`src/rtl/mac_ctrl_pkg.sv`:
```
// Shared types and default sizing for the MAC job scheduler.
// Holds the FSM state enum, default constants and derived widths.
package mac_ctrl_pkg;

  localparam int MAT_SIZE = 32;
  localparam int RD_LAT   = 1;
  localparam int PIPE_LAT = 2;
  localparam int ADDR_W   = 10;
  localparam int VEC_W    = 6;

  localparam int ELEM_W  = $clog2(MAT_SIZE);
  localparam int DRAIN_W = $clog2(RD_LAT + PIPE_LAT);

  typedef enum logic [1:0] {
    IDLE,
    FEED,
    DRAIN,
    WB
  } state_t;

endpackage

```
`src/rtl/mac_strobe_delay.sv`:
```
// Aligns {rd_en, first, last} with SRAM read data: a DEPTH-deep shift
// register. Ports: clk, rst (sync), in_* strobes, out_* delayed strobes.
module mac_strobe_delay #(
  parameter int DEPTH = 1
) (
  input  logic clk,
  input  logic rst,
  input  logic in_en,
  input  logic in_first,
  input  logic in_last,
  output logic out_en,
  output logic out_clr,
  output logic out_last
);

  logic [2:0] sr_q [DEPTH];
  logic [2:0] sr_d [DEPTH];

  always_comb begin
    sr_d[0] = {in_en, in_first, in_last};
    for (int i = 1; i < DEPTH; i++) begin
      sr_d[i] = sr_q[i-1];
    end
  end

  always_ff @(posedge clk) begin
    if (rst) begin
      for (int i = 0; i < DEPTH; i++) begin
        sr_q[i] <= '0;
      end
    end else begin
      sr_q <= sr_d;
    end
  end

  assign {out_en, out_clr, out_last} = sr_q[DEPTH-1];

endmodule

```
`src/rtl/mac_job_scheduler.sv`:
```
// Job-level controller for the vector-multiply datapath: feed, drain
// and write-back per vector. Ports: cmd_* job in, rd_* / mac_* / res_* out.
module mac_job_scheduler
  import mac_ctrl_pkg::*;
#(
  parameter int MAT_SIZE = mac_ctrl_pkg::MAT_SIZE,
  parameter int RD_LAT   = mac_ctrl_pkg::RD_LAT,
  parameter int PIPE_LAT = mac_ctrl_pkg::PIPE_LAT,
  parameter int ADDR_W   = mac_ctrl_pkg::ADDR_W,
  parameter int VEC_W    = mac_ctrl_pkg::VEC_W
) (
  input  logic              clk,
  input  logic              rst,
  input  logic              cmd_valid,
  output logic              cmd_ready,
  input  logic [VEC_W-1:0]  cmd_vec_last,
  input  logic [ADDR_W-1:0] cmd_base_a,
  input  logic [ADDR_W-1:0] cmd_base_b,
  input  logic [ADDR_W-1:0] cmd_base_o,
  output logic              rd_en,
  output logic [ADDR_W-1:0] rd_addr_a,
  output logic [ADDR_W-1:0] rd_addr_b,
  output logic              mac_en,
  output logic              mac_clr,
  output logic              mac_last,
  output logic              res_valid,
  input  logic              res_ready,
  output logic [ADDR_W-1:0] res_addr,
  output logic              busy,
  output logic              done
);

  localparam int EW = (MAT_SIZE > 1) ? $clog2(MAT_SIZE) : 1;
  localparam int DW = $clog2(RD_LAT + PIPE_LAT);
  localparam logic [EW-1:0] ELEM_LAST  = EW'(MAT_SIZE - 1);
  localparam logic [DW-1:0] DRAIN_LAST = DW'(RD_LAT + PIPE_LAT - 1);

  state_t            state_q, state_d;
  logic [VEC_W-1:0]  vec_last_q, vec_last_d;
  logic [VEC_W-1:0]  vec_q, vec_d;
  logic [ADDR_W-1:0] base_o_q, base_o_d;
  logic [ADDR_W-1:0] addr_a_q, addr_a_d;
  logic [ADDR_W-1:0] addr_b_q, addr_b_d;
  logic [EW-1:0]     elem_q, elem_d;
  logic [DW-1:0]     drain_q, drain_d;
  logic              done_q, done_d;
  logic              feed, first, last;

  always_comb begin
    feed       = (state_q == FEED);
    cmd_ready  = (state_q == IDLE) && !rst;
    state_d    = state_q;
    vec_last_d = vec_last_q;
    vec_d      = vec_q;
    base_o_d   = base_o_q;
    addr_a_d   = addr_a_q;
    addr_b_d   = addr_b_q;
    elem_d     = elem_q;
    drain_d    = drain_q;
    done_d     = 1'b0;
    unique case (state_q)
      IDLE: begin
        if (cmd_valid && cmd_ready) begin
          vec_last_d = cmd_vec_last;
          base_o_d   = cmd_base_o;
          addr_a_d   = cmd_base_a;
          addr_b_d   = cmd_base_b;
          vec_d      = '0;
          elem_d     = '0;
          state_d    = FEED;
        end
      end
      FEED: begin
        addr_a_d = addr_a_q + 1'b1;
        addr_b_d = addr_b_q + 1'b1;
        elem_d   = elem_q + 1'b1;
        if (elem_q == ELEM_LAST) begin
          drain_d = '0;
          state_d = DRAIN;
        end
      end
      DRAIN: begin
        drain_d = drain_q + 1'b1;
        if (drain_q == DRAIN_LAST) begin
          state_d = WB;
        end
      end
      WB: begin
        if (res_ready) begin
          if (vec_q == vec_last_q) begin
            state_d = IDLE;
            done_d  = 1'b1;
          end else begin
            // address registers keep running into the next vector
            vec_d   = vec_q + 1'b1;
            elem_d  = '0;
            state_d = FEED;
          end
        end
      end
      default: state_d = IDLE;
    endcase
  end

  always_ff @(posedge clk) begin
    if (rst) begin
      state_q    <= IDLE;
      vec_last_q <= '0;
      vec_q      <= '0;
      base_o_q   <= '0;
      addr_a_q   <= '0;
      addr_b_q   <= '0;
      elem_q     <= '0;
      drain_q    <= '0;
      done_q     <= 1'b0;
    end else begin
      state_q    <= state_d;
      vec_last_q <= vec_last_d;
      vec_q      <= vec_d;
      base_o_q   <= base_o_d;
      addr_a_q   <= addr_a_d;
      addr_b_q   <= addr_b_d;
      elem_q     <= elem_d;
      drain_q    <= drain_d;
      done_q     <= done_d;
    end
  end

  assign first     = feed && (elem_q == '0);
  assign last      = feed && (elem_q == ELEM_LAST);
  assign rd_en     = feed;
  assign rd_addr_a = feed ? addr_a_q : '0;
  assign rd_addr_b = feed ? addr_b_q : '0;
  assign res_valid = (state_q == WB);
  assign res_addr  = res_valid ? base_o_q + ADDR_W'(vec_q) : '0;
  assign busy      = (state_q != IDLE);
  assign done      = done_q;

  mac_strobe_delay #(
    .DEPTH(RD_LAT)
  ) u_dly (
    .clk      (clk),
    .rst      (rst),
    .in_en    (rd_en),
    .in_first (first),
    .in_last  (last),
    .out_en   (mac_en),
    .out_clr  (mac_clr),
    .out_last (mac_last)
  );

endmodule

```
`config.mk`:
```
export PLATFORM = sky130hd
export DESIGN_NAME = mac_job_scheduler
export DESIGN_NICKNAME = d
export VERILOG_FILES = /design/src/rtl/mac_ctrl_pkg.sv /design/src/rtl/mac_strobe_delay.sv /design/src/rtl/mac_job_scheduler.sv
export SDC_FILE = /design/constraint.sdc
export NUM_CORES = 1
export LEC_CHECK = 0
export BUFFER_PORTS_ARGS = -buffer_cell sky130_fd_sc_hd__clkbuf_2
export CAP_MARGIN = 20
export CORE_UTILIZATION = 30
export DETAILED_ROUTE_END_ITERATION = 8
export PLACE_DENSITY = 0.53
export SLEW_MARGIN = 30
export SYNTH_ARGS = -nofsm -noshare
export SYNTH_HDL_FRONTEND = slang
export SYNTH_SLANG_ARGS = --single-unit
```
`constraint.sdc`:
```
create_clock -name clk -period 2.73 [get_ports clk]
set_clock_uncertainty 0.15 [all_clocks]
set_input_delay 0.1365 -clock clk [delete_from_list [all_inputs] [get_ports clk]]
set_output_delay 0.1365 -clock clk [all_outputs]
set_load 0.05 [all_outputs]
```
Yosys cells after proc, flatten, opt, wreduce, memory -nomap -nowiden --
Index checks and enable logic that the tools add are counted.
Storage, ports and cells: register bits 55, latch bits 0, memory bits (writable) 0, bits in read-only memories 0, input bits 40, word-level logic and storage cells 72, memories kept 0
Cells by class: $add $sub $neg 6, $mul 0, div/mod/pow operators 0, $lt $le $gt $ge 0, equality and inequality tests 11, shift-type cells 0, multiplexer cells 24, bitwise operators 2, reduce and logical (&&, ||, !) cells 19
Operators by type and width (number):
- $mux W10 | 5
- $pmux W10 S2 | 2
- $add A10 B1 Y10 const B | 2
- $mux W6 | 3
- $mux W5 | 3
- $pmux W5 S3 | 1
- $pmux W6 S2 | 1
- $reduce_and A4 Y1 | 3
- $add A10 B6 Y10 | 1
- $mux W2 | 5
- $pmux W2 S4 | 1
- $reduce_bool A2 Y1 | 4
- $add A6 B1 Y6 const B | 1
- $eq A2 B2 Y1 const B | 3
- $eq A6 B6 Y1 | 1
- $ne A2 B1 Y1 const B | 3
- $reduce_and A2 Y1 | 3
- $add A5 B1 Y5 const B | 1
- $eq A5 B5 Y1 const B | 1
- $logic_not A5 Y1 | 1
- $logic_and A1 B1 Y1 | 4
- $ne A2 B2 Y1 const B | 2
- $pmux W2 S2 | 1
- $reduce_bool A3 Y1 | 1
- other kinds (7) | 9

Logic depth before layout (Yosys ltp) --
Gate-level depths: netlist (run 1).
depth in word-level cells 5, gate-level depth with buffers 8, gate-level depth less buffers 8

Cells and area by module --
Synthesis (run 1) repeated with hierarchy kept, for this count alone.
Second synthesis, totals: cell total of the unflattened synthesis 435, area, all modules 3364.5 µm²
Modules (own cells, without submodules):
- mac_job_scheduler | times used 1, cells an instance 429, area each 3285.7 µm², sequential area each 1041.0 µm²
- mac_strobe_delay | times used 1, cells an instance 6, area each 78.8 µm², sequential area each 60.1 µm²

Worst setup path before layout (run 1) --
OpenSTA, ideal clock, no wires.
path kind reg2out, start point register vec_q[0], end point output res_addr[4], arrival time 2523 ps, data required time 2444 ps, slack -80 ps, cell stages (with the launch flop) 8, path buffers 0, cell sequence dfxtp_1 -> ha_1 -> inv_1 -> fa_1 -> nor2b_1 -> o21ai_0 -> nor3b_1 -> nor3b_1
Between the ends: cells in the longest elaborated chain, start to end 2
Ends and longest elaborated chain:
- start: declaration | RTL line mac_job_scheduler.sv:40 | logic [VEC_W-1:0] vec_q, vec_d;
- start signal: assignment | RTL line mac_job_scheduler.sv:119 | vec_q <= vec_d;
- $add A10 B6 Y10 | RTL line mac_job_scheduler.sv:135 | assign res_addr = res_valid ? base_o_q + ADDR_W'(vec_q) : '0;
- $mux W10 | RTL line mac_job_scheduler.sv:135
- end: declaration | RTL line mac_job_scheduler.sv:28 | output logic [ADDR_W-1:0] res_addr,
Every way passes these cells.

Worst setup path after layout (run 1) --
start point register base_o_q[0], end point output res_addr[6]
Between the ends: cells in the longest elaborated chain, start to end 2
Ends and longest elaborated chain:
- start: declaration | RTL line mac_job_scheduler.sv:41 | logic [ADDR_W-1:0] base_o_q, base_o_d;
- start signal: assignment | RTL line mac_job_scheduler.sv:120 | base_o_q <= base_o_d;
- $add A10 B6 Y10 | RTL line mac_job_scheduler.sv:135
- $mux W10 | RTL line mac_job_scheduler.sv:135
Every way passes these cells.

==> run_results.csv, run 1 <==
group,metric,value,unit
outcome,status,"complete, no violations",
place,dp_hpwl,6.39,mm
cells_and_area,nets,593,
sta,worstMarginPinSlew,0.457,ns
place,dp_cells,643,
sta,setup_viol,0,
sta,min_period_over_period,0.959,
yosys,syn-instance-count,437,
worst_setup_path,cp_top_family,"adder cells",
worst_setup_path,path_buf_inv,3,
floorplan,num_rows,38,
sta,hold_slack,0.0247,ns
worst_setup_path,cpMostUsedCell,"buf_4",
yosys,synth_edf_count,0,
yosys,syn_area,0.00337,mm2
worst_setup_path,slowest_stage,"fa_1",
sta,period_minus_slack,2.62,ns
yosys,yosys_warnings,0,
yosys,synthAdderAreaFrac,0.0766,
global_routing,gr-max-usage-layer,"met2",
power,leakage,1.79,nW
yosys,synth_top_area_frac,0.327,
yosys,yosysUniqueCellTypes,52,
sta,fmaxAchievable,382,MHz
routing,drtAntennaViolNets,0,
routing,drc_errors,0,
floorplan,dieArea,0.0116,mm2
floorplan,fp.dieW,108,um
sta,hold_violations,0,
floorplan,fp.dieH,108,um
job,max_cap_violations,0,
global_routing,grt_util_met1,0.204,
worst_setup_path,crit_arrival,2.33,ns
global_routing,grt_pass1_vias,2971,
routing,post_drt_wl_per_cell,12.9,um
power,finalPower,3.16,mW
place,port_buffers,77,
yosys,synth-main-ff-cell,"dfxtp_1",
routing,drt-total-wl,8.71,mm
cts,cts_buffer_depth,2,
floorplan,io_pins,78,
power,power.switching,1.41,mW
global_routing,grt_first_pass_wirelength,14.1,mm
routing,vias,3372,
cts,cts-root-buf,"clkbuf_8",
power,combPwrFrac,0.478,
yosys,syn-num-nets,497,
worst_setup_path,crit_type,"register to output pin",
cts,cts.sinks,55,
yosys,ys_seq_elements,55,
cts,cts_buffers,5,
worst_setup_path,regToRegSetupSlack,0.62,ns
cells_and_area,drive_gt1_frac,0.208,
worst_hold_path,hp-start,"cmd_base_b[4]",
worst_setup_path,end_kind,"output pin",
global_routing,grt_antenna_before_repair,0,
routing,dr.pass1.iters,4,
yosys,synth_xor_area_frac,0.0208,
global_routing,grt_usage,0.151,
cells_and_area,area_growth_syn_to_layout,27.5,%
cts,htreeDepth,2,
yosys,async_reset_ff_frac,0,
worst_hold_path,hold_path_depth,5,
power,p_seq_frac,0.340,
place,gp_congestion,0.788,
worst_setup_path,regToRegStartpoint,"state_q[1]",
power,swShare,0.445,
power,p_int,1.76,mW
cells_and_area,fillers,1172,
worst_setup_path,timing.rr.end,"vec_q[2]",
worst_setup_path,crit_chain,"ha_2 -> inv_1 -> fa_1 -> nor2b_1 -> o21ai_1 -> a21boi_1 -> buf_4 -> nor4_1 -> a311o_1 -> buf_4",
worst_hold_path,worstHoldEndpoint,"addr_b_q[4]",
worst_setup_path,cp-start-kind,"register",
cts,cts_tree,"done",
global_routing,grt_start_max_net_pins,44,
cts,clock_latency,0.31,ns
cells_and_area,final_cells,674,
yosys,avgSynthCellArea,7.70,um2
floorplan,start_util,0.309,
power,ir_drop,0.292,mV
global_routing,use_met2,0.254,
global_routing,gr-total-overflow,0,
yosys,yosysSeqAreaShare,0.327,
worst_setup_path,worstPathRequired,2.44,ns
yosys,synth-simple-area-share,0.305,
floorplan,coreArea,0.0109,mm2
yosys,synth_mux_area_frac,0.0268,
yosys,post-synth-top-area-cell,"dfxtp_1",
sta,slew_violations,0,
cts,cts.clk_slew.worst_paths,0.10,ns
sta,slew_headroom,0.694,
yosys,synth_top_family_by_area,"simple AND/OR/NAND/NOR gates",
cells_and_area,antennaDiodeCount,0,
routing,viasPerCell,5.00,
worst_setup_path,slowest_delay,0.37,ns
yosys,synth.area.top_cells,"dfxtp_1 33%, nand2_1 7.8%, ha_1 7.1%",
global_routing,use_met3,0.0224,
power,pwr-share-clk,0.182,
worst_setup_path,worstRegToRegCells,5,
yosys,synth_compound_gate_area_share,0.192,
worst_setup_path,crit_fanout,5,
worst_hold_path,hp-class,"primary input to register",
routing,drtIter0Drc,124,
power,powerDensity,737,mW/mm2
-- worst max-delay path by stage --
stage | startpoint | endpoint | slack [ns] | depth (start not counted)
final | base_o_q[0] | res_addr[6] | 0.11 | 10
after global routing | base_o_q[0] | res_addr[6] | -0.008 | 10
after CTS | base_o_q[0] | res_addr[6] | 0.02 | 10
after detailed placement | vec_q[1] | res_addr[6] | 0.35 | 9
after global placement | vec_q[0] | res_addr[6] | 0.36 | 10
after floorplan | state_q[1] | res_addr[2] | 0.06 | 3
-- state kept, by name, indices dropped and copies added (netlist names) --
register / cells
vec_q: 6
addr_b_q: 10
vec_last_q: 6
drain_q: 2
addr_a_q: 10
done: 1
u_dly.sr_q: 3
elem_q: 5
state_q: 2
base_o_q: 10
-- tightest hold or removal path, delay by kind of cell --
family	cells	cell delay, ns
AOI/OAI and AO/OA	2	0.11
and+or+nand+nor	2	0.12
buffers and inverters	1	0.08
-- synthesized netlist by cell type, types with 8 or more instances --
cell and n:
nand2_1 70, dfxtp_1 55, o21ai_0 30, and2_1 29
nand3_1 29, a21oi_1 25, nor2_1 21, inv_1 20
ha_1 19, clkbuf_1 17, nor3_1 13, mux2i_1 9
nor2b_1 9, xnor2_1 8
-- power by group through the flow --
stage | Combinational (mW) | Clock [mW] | Sequential, mW
after floorplan | 1.13 | 0 | 1.08
after global placement | 1.47 | 0 | 1.09
after detailed placement | 1.48 | 0 | 1.09
after CTS | 1.52 | 0.601 | 1.08
after global routing | 1.68 | 0.626 | 1.10
final | 1.51 | 0.578 | 1.07
-- through the flow --
| stage | setup TNS (ns) | setup WS (ns) | cell area, um2 | util |
|---|---|---|---|---|
| floorplan | 0 | 0.0613 | 3370 | - |
| detailed placement | 0 | 0.355 | 3930 | 0.361 |
| finish | 0 | 0.111 | 4290 | 0.394 |
| CTS | 0 | 0.0186 | 4290 | 0.394 |
| global route | -0.00790 | -0.00790 | 4290 | 0.394 |
| global placement | 0 | 0.363 | 3930 | 0.361 |
-- per-layer routing --
metal	wire length (um)	share of wire
met1	4270	0.49
met3	206	0.024
met5	0	0
met4	68	0.0078
met2	4160	0.48
-- cell type report --
class / count / area, um2 / area share
multi-input combinational: 339 / 2100 / 0.489
clock buffer: 6 / 82.6 / 0.0192
timing repair buffer: 111 / 718 / 0.167
sequential: 55 / 1100 / 0.257
tap: 140 / 175 / 0.0408
inverter: 21 / 78.8 / 0.0184
clock inverter: 2 / 35.0 / 0.00816
-- placed cells by master, fill, tap and decap left out, drive strengths merged, types with 19 or more instances in the layout --
cell type	count
nand2	70
o21ai	31
inv	20
dfxtp	55
and2	29
a21oi	27
dlygate4sd3	23
nor2	21
nand3	29
ha	19
clkbuf	80
-- timing repair --
item | 4_1_cts | 5_1_grt
hold endpoints to repair | 24 | 0
endpoints found under the setup margin | 1 | 3
hold buffers | 23 | 0
setup buffers | 0 | 0
pin swaps | 0 | 1
gates resized for setup | 2 | 9
-- kinds of logic (layout without fill, tap and decap cells) --
| family | Yosys count | count (layout) |
|---|---|---|
| xor gates and xnor gates | 8 | 8 |
| and+or+nand+nor | 203 | 203 |
| buffers and inverters | 43 | 140 |
| muxes | 9 | 9 |
| adders and majority gates | 20 | 20 |
| DFF | 55 | 55 |
| AOI/OAI and AO/OA | 99 | 99 |
(Power assumes the default switching activity.)
==> inputs of run 2 (changes only) <==
--- a/config.mk
+++ b/config.mk
@@ -5,11 +5,14 @@
 export SDC_FILE = /design/constraint.sdc
 export NUM_CORES = 1
 export LEC_CHECK = 0
+export ABC_AREA = 1
 export BUFFER_PORTS_ARGS = -buffer_cell sky130_fd_sc_hd__clkbuf_2
 export CAP_MARGIN = 20
 export CORE_UTILIZATION = 30
+export CTS_BUF_LIST = sky130_fd_sc_hd__clkbuf_4 sky130_fd_sc_hd__clkbuf_8
 export DETAILED_ROUTE_END_ITERATION = 8
-export PLACE_DENSITY = 0.53
+export PLACE_DENSITY = 0.52
+export SETUP_SLACK_MARGIN = 0.3
 export SLEW_MARGIN = 30
 export SYNTH_ARGS = -nofsm -noshare
 export SYNTH_HDL_FRONTEND = slang
==> run 2 against run 1 <==
  * Maximum frequency grew 11%
  * Routed wire length grew 3.2%
  * First-iteration DRC count grew 48%
  * Via count grew 5.2%
  * Clock power shrank 19%
  * Non-clock buffer count grew 1
  * Worst setup slack gained 0.27 ns
  * Synthesized cell count grew 16%
  * Core utilization grew 0.52 points
  * Hold slack lost 0.017 ns
  * Highest routed layer unchanged
==> run_results.csv, run 2 <==
group,metric,value,unit
cells_and_area,area_growth_syn_to_layout,27.7,%
worst_setup_path,crit_arrival,2.07,ns
cells_and_area,multi_input_comb_area,0.00200,mm2
cts,cts_tree,"done",
worst_setup_path,worstRegToRegCells,10,
yosys,synth_commonest_cells,"125 x nand2_1, 67 x inv_1, 55 x dfxtp_1",
floorplan,fp.dieH,109,um
yosys,syn-instance-count,507,
power,combPwrFrac,0.430,
place,post-place-ws,0.506,ns
cts,cts.clk_slew.worst_paths,0.09,ns
cts,cts.sinks,55,
global_routing,grt_usage,0.150,
worst_setup_path,timing.rr.end,"addr_a_q[8]",
floorplan,io_pins,78,
yosys,syn_area,0.00343,mm2
cts,cts_buffers,5,
cts,clock_latency,0.30,ns
yosys,ys_seq_elements,55,
outcome,status,"complete, no violations",
floorplan,start_util,0.313,
global_routing,grt_start_max_net_pins,41,
sta,rsz0062_at_grt,"true",
cts,htreeDepth,2,
cells_and_area,final_cell_mix,"125 x nand2_1, 72 x clkbuf_2, 64 x inv_1",
worst_setup_path,worstPathRequired,2.44,ns
yosys,synth_edf_count,0,
worst_setup_path,end_kind,"output pin",
yosys,synth_most_common_cell,"nand2_1",
yosys,yosys_warnings,0,
sta,period_minus_slack,2.35,ns
yosys,synth-main-ff-cell,"dfxtp_1",
cells_and_area,drive_gt1_frac,0.220,
sta,min_period_over_period,0.862,
floorplan,coreArea,0.0110,mm2
yosys,syn-num-nets,567,
sta,fmaxAchievable,425,MHz
power,pwr-share-clk,0.167,
power,ir_drop,0.287,mV
floorplan,num_rows,38,
routing,dr.pass1.iters,4,
worst_setup_path,regToRegStartpoint,"state_q[0]",
sta,fin_tns_setup,0,ns
worst_hold_path,hp-start,"cmd_vec_last[0]",
routing,drtAntennaViolNets,0,
yosys,avgSynthCellArea,6.77,um2
cells_and_area,antennaDiodeCount,0,
power,p_seq_frac,0.402,
power,swShare,0.438,
floorplan,fp.dieW,109,um
global_routing,grt_first_pass_wirelength,14.1,mm
sta,setup_viol,0,
worst_setup_path,regToRegSetupSlack,0.60,ns
routing,drt-total-wl,8.98,mm
sta,slew_headroom,0.662,
sta,worstMarginPinSlew,0.507,ns
sta,hold_violations,0,
routing,viasPerCell,4.73,
yosys,yosysSeqAreaShare,0.321,
cells_and_area,final_common_cell,"nand2_1",
worst_setup_path,crit_fanout,4,
cells_and_area,regArea,0.00111,mm2
cells_and_area,fillers,1173,
yosys,post-synth-top-area-cell,"dfxtp_1",
cts,cts_buffer_depth,2,
place,port_buffers,77,
yosys,synth_top_area_frac,0.321,
place,dp_hpwl,6.54,mm
yosys,async_reset_ff_frac,0,
cts,cts-root-buf,"clkbuf_8",
yosys,synth.area.top_cells,"dfxtp_1 32%, nand2_1 14%, inv_1 7.3%",
job,max_cap_violations,0,
place,gp_congestion,0.817,
yosys,yosysUniqueCellTypes,43,
power,powerDensity,635,mW/mm2
sta,worst_slack,0.377,ns
routing,drc_errors,0,
cells_and_area,nets,668,
worst_hold_path,hold_path_depth,3,
worst_hold_path,worstHoldEndpoint,"vec_last_q[0]",
sta,slew_violations,0,
global_routing,grt_pass1_vias,2997,
worst_hold_path,hp-class,"primary input to register",
floorplan,dieArea,0.0119,mm2
power,power.switching,1.22,mW
worst_setup_path,cp-start-kind,"register",
worst_setup_path,crit_type,"register to output pin",
routing,vias,3546,
global_routing,gr-total-overflow,0,
cells_and_area,top_regs,"addr_a_q x10, addr_b_q x10, base_o_q x10",
power,p_int,1.56,mW
power,leakage,2.11,nW
routing,drtIter0Drc,183,
routing,post_drt_wl_per_cell,12.0,um
global_routing,grt_antenna_before_repair,0,
-- run 2: cell types whose count changed after synthesis, sizes merged, moves of 7 or more --
| cell | previous run | this run |
|---|---|---|
| inv | 20 | 71 |
| nor2b | 9 | 0 |
| xnor2 | 8 | 1 |
| clkbuf | 17 | 8 |
| a21oi | 27 | 36 |
| nor2 | 21 | 48 |
| and2 | 29 | 0 |
| nand2 | 70 | 129 |
| a31oi | 1 | 9 |
| o21ai | 31 | 44 |
| mux2i | 9 | 0 |
-- run 2: what timing repair did --
item,in CTS,in global routing
pin swaps,0,4
resized for setup,6,20
endpoints found under the hold margin,25,0
hold buffers,25,0
setup buffers,0,3
setup endpoints to repair,4,23
-- run 2: per-stage QoR --
stage	hold slack (ns)	power [mW]	util	std cells	instance area, um2
3_5_place_dp	0.188	2.30	0.361	713	3970
4_1_cts	0.00312	2.80	0.393	746	4320
2_1_floorplan	0.0970	2.02	-	507	3440
6_report	0.00734	2.79	0.399	749	4390
5_1_grt	0.0183	3.02	0.399	749	4390
3_3_place_gp	0.182	2.28	0.361	713	3970
-- run 2: worst max-delay path: stages (launching register included) --
cell and delay, ns:
dfxtp_4 0.38, ha_4 0.13, inv_2 0.04, fa_2 0.40, inv_2 0.06, nand4_1 0.07
o211ai_1 0.12, nand2_1 0.11, inv_2 0.08, a21oi_2 0.05, nor2_1 0.12, clkbuf_8 0.19
-- run 2: worst max-delay path by stage --
stage / startpoint / to / slack [ns] / cells after the start
global placement: vec_q[0] / res_addr[8] / 0.54 / 11
finish: vec_q[0] / res_addr[8] / 0.38 / 11
detailed placement: vec_q[0] / res_addr[8] / 0.51 / 11
global route: vec_q[0] / res_addr[8] / 0.26 / 11
CTS: vec_q[0] / res_addr[8] / 0.27 / 11
floorplan: vec_q[0] / res_addr[4] / 0.31 / 6
-- run 2: logic make-up after synthesis --
family,count (synthesis),share of synthesized area
AO/OA/AOI/OAI,102,0.174
XOR/XNOR,6,0.0153
adder cells (fa/ha/maj),20,0.0750
buffers and inverters,91,0.107
flip-flops,55,0.321
AND/OR/NAND/NOR,233,0.307
-- run 2: cell type report --
cell class	instances	share of cell area
inverter	73	0.0642
clock inverter	1	0.00114
tap	140	0.0399
sequential	55	0.253
timing repair buffer	112	0.167
multi-input combinational	361	0.456
clock buffer	7	0.0191
-- run 2: power by group through the flow --
stage          combinational [mW]  sequential, mW  clock, mW
5_1_grt                      1.34            1.15      0.529
3_5_place_dp                 1.16            1.13          0
2_1_floorplan               0.894            1.12          0
3_3_place_gp                 1.15            1.13          0
4_1_cts                      1.20            1.12      0.487
6_report                     1.20            1.12      0.466
-- run 2: per-layer routing --
| metal | vias to the layer above | routed length [um] | global-route usage | share of wire |
|---|---|---|---|---|
| met5 | - | 0 | 0 | 0 |
| met3 | 8 | 325 | 0.0197 | 0.036 |
| met2 | 71 | 4280 | 0.254 | 0.48 |
| met4 | 0 | 96 | 0.0425 | 0.011 |
| met1 | 1617 | 4280 | 0.197 | 0.48 |
| li1 | 1850 | - | - | - |
==> inputs of run 3 (changes only) <==
--- a/config.mk
+++ b/config.mk
@@ -10,7 +10,9 @@
 export CAP_MARGIN = 20
 export CORE_UTILIZATION = 30
 export CTS_BUF_LIST = sky130_fd_sc_hd__clkbuf_4 sky130_fd_sc_hd__clkbuf_8
+export CTS_CLUSTER_SIZE = 8
 export DETAILED_ROUTE_END_ITERATION = 8
+export MAX_ROUTING_LAYER = met4
 export PLACE_DENSITY = 0.52
 export SETUP_SLACK_MARGIN = 0.3
 export SLEW_MARGIN = 30
==> run 3 against run 2 <==
  * First-iteration DRC count rose by 3.3%
  * Power is essentially flat
  * Critical path depth unchanged
  * Global-route usage grew 0.44 points
  * Routed wire length shrank 0.65%
  * Clock-buffer cell count stayed put
  * Non-clock buffer count stayed put
  * Maximum frequency rose by 0.14%
  * Critical endpoint unchanged
  * Hold slack better by 0.0013 ns
==> run_results.csv, run 3 (synthesis results as in run 2) <==
group,metric,value,unit
worst_setup_path,cp-start-kind,"register",
worst_setup_path,worstRegToRegCells,10,
floorplan,dieArea,0.0119,mm2
power,leakage,2.11,nW
routing,drt-total-wl,8.93,mm
worst_setup_path,crit_type,"register to output pin",
worst_setup_path,crit_path_start,"vec_q[0]",
floorplan,fp.dieW,109,um
worst_setup_path,regToRegSetupSlack,0.60,ns
routing,drc_errors,0,
worst_setup_path,timing.rr.end,"addr_b_q[9]",
job,max_cap_violations,0,
cells_and_area,multi_input_comb_area,0.00200,mm2
power,power.switching,1.22,mW
sta,worstMarginPinSlew,0.521,ns
routing,post_drt_wl_per_cell,11.9,um
worst_hold_path,hp-start,"cmd_vec_last[0]",
floorplan,coreArea,0.0110,mm2
sta,fmaxAchievable,426,MHz
worst_hold_path,hold_path_depth,3,
sta,rsz0062_at_grt,"true",
cts,cts-root-buf,"clkbuf_8",
power,p_int,1.56,mW
routing,drtAntennaViolNets,0,
worst_setup_path,worstPathRequired,2.44,ns
cells_and_area,final_cell_mix,"125 x nand2_1, 72 x clkbuf_2, 64 x inv_1",
cells_and_area,drive_gt1_frac,0.220,
global_routing,grt_first_pass_wirelength,14.1,mm
sta,slew_headroom,0.652,
global_routing,use_met3,0.0197,
floorplan,io_pins,78,
cells_and_area,nets,668,
worst_setup_path,cpMostUsedCell,"inv_2",
global_routing,grt_start_max_net_pins,41,
cts,cts.clk_slew.worst_paths,0.09,ns
cts,cts_buffers,5,
cells_and_area,top_regs,"addr_a_q x10, addr_b_q x10, base_o_q x10",
global_routing,grt_usage,0.154,
worst_setup_path,slowest_delay,0.40,ns
floorplan,start_util,0.313,
sta,slew_violations,0,
sta,min_period_over_period,0.861,
worst_setup_path,crit_chain,"ha_4 -> inv_2 -> fa_2 -> inv_2 -> nand4_1 -> o211ai_1 -> nand2_1 -> inv_2 -> a21oi_2 -> nor2_1 -> clkbuf_8",
power,ir_drop,0.287,mV
cts,cts_tree,"done",
routing,drtIter0Drc,189,
worst_setup_path,cp_top_family,"adder cells",
global_routing,gr-max-usage-layer,"met2",
place,dp_cells,713,
cts,cts.sinks,55,
global_routing,gr-total-overflow,0,
place,dp_hpwl,6.54,mm
worst_setup_path,end_kind,"output pin",
worst_hold_path,hp-class,"primary input to register",
sta,fin_tns_setup,0,ns
outcome,status,"complete, no violations",
cts,clock_latency,0.30,ns
power,pwr-share-clk,0.167,
cts,htreeDepth,2,
routing,vias,3522,
worst_setup_path,crit_arrival,2.06,ns
sta,setup_viol,0,
cts,cts_buffer_depth,2,
worst_setup_path,path_buf_inv,4,
place,port_buffers,77,
floorplan,fp.dieH,109,um
routing,viasPerCell,4.70,
global_routing,use_met2,0.254,
sta,hold_violations,0,
cells_and_area,final_common_cell,"nand2_1",
power,combPwrFrac,0.430,
worst_setup_path,crit_fanout,4,
cells_and_area,area_growth_syn_to_layout,27.7,%
cells_and_area,regArea,0.00111,mm2
worst_setup_path,regToRegStartpoint,"state_q[0]",
global_routing,grt_util_met1,0.197,
global_routing,grt_antenna_before_repair,0,
routing,dr.pass1.iters,5,
cells_and_area,final_cells,749,
power,swShare,0.438,
power,p_seq_frac,0.403,
cells_and_area,fillers,1173,
sta,period_minus_slack,2.35,ns
floorplan,num_rows,38,
global_routing,grt_pass1_vias,2996,
worst_hold_path,worstHoldEndpoint,"vec_last_q[0]",
power,powerDensity,634,mW/mm2
cells_and_area,antennaDiodeCount,0,
place,gp_congestion,0.829,
worst_setup_path,slowest_stage,"fa_2",
[run 3: final cells by class]
class / instances / area share
Clock buffer: 7 / 0.0191
Multi-Input combinational cell: 361 / 0.456
Timing Repair Buffer: 112 / 0.167
Clock inverter: 1 / 0.00114
Sequential cell: 55 / 0.253
Tap cell: 140 / 0.0399
Inverter: 73 / 0.0642
[run 3: repair_timing]
| action | in CTS | in global routing |
|---|---|---|
| buffers inserted | 0 | 3 |
| hold buffers | 25 | 0 |
| setup endpoints to repair | 4 | 23 |
| pin swaps | 0 | 4 |
| gates cloned | 0 | 0 |
| gates resized for setup | 6 | 20 |
| endpoints found under the hold margin | 25 | 0 |
[run 3: how the worst max path moves through the flow]
stage	endpoint	slack [ns]	cells after the start
after global routing	res_addr[8]	0.26	11
after global placement	res_addr[8]	0.54	11
after floorplan	res_addr[4]	0.31	6
after CTS	res_addr[8]	0.27	11
after detailed placement	res_addr[8]	0.51	11
final	res_addr[8]	0.38	11
[run 3: layer usage]
| layer | wire length (um) | part of all wire | vias to the layer above |
|---|---|---|---|
| met3 | 303 | 0.034 | 6 |
| met5 | 0 | 0 | - |
| met1 | 4250 | 0.48 | 1603 |
| met2 | 4290 | 0.48 | 62 |
| met4 | 82 | 0.0092 | 0 |
| li1 | - | - | 1851 |
[run 3: power by group through the flow]
stage / clock network [mW] / registers (mW) / logic [mW]
after floorplan: 0 / 1.12 / 0.894
after global routing: 0.529 / 1.15 / 1.34
after global placement: 0 / 1.13 / 1.15
after detailed placement: 0 / 1.13 / 1.16
after CTS: 0.487 / 1.12 / 1.20
final: 0.466 / 1.12 / 1.20
[run 3: stage by stage]
stage / cell area [um2] / utilization / total power, mW / hold WS (ns) / setup WS [ns]
final: 4390 / 0.399 / 2.78 / 0.00869 / 0.381
after global routing: 4390 / 0.399 / 3.02 / 0.0183 / 0.257
after CTS: 4320 / 0.393 / 2.80 / 0.00312 / 0.269
after detailed placement: 3970 / 0.361 / 2.30 / 0.188 / 0.506
after global placement: 3970 / 0.361 / 2.28 / 0.182 / 0.540
after floorplan: 3440 / - / 2.02 / 0.0970 / 0.306
[run 3: worst reg2reg max path, cell delays in order (launching register included)]
cell and delay [ns]:
dfxtp_1 0.42, inv_1 0.12, ha_1 0.27, inv_1 0.16, nand2_1 0.08, nand2_2 0.28, inv_2 0.17, a21oi_1 0.15
nand3_1 0.09, o211ai_1 0.09, inv_1 0.05
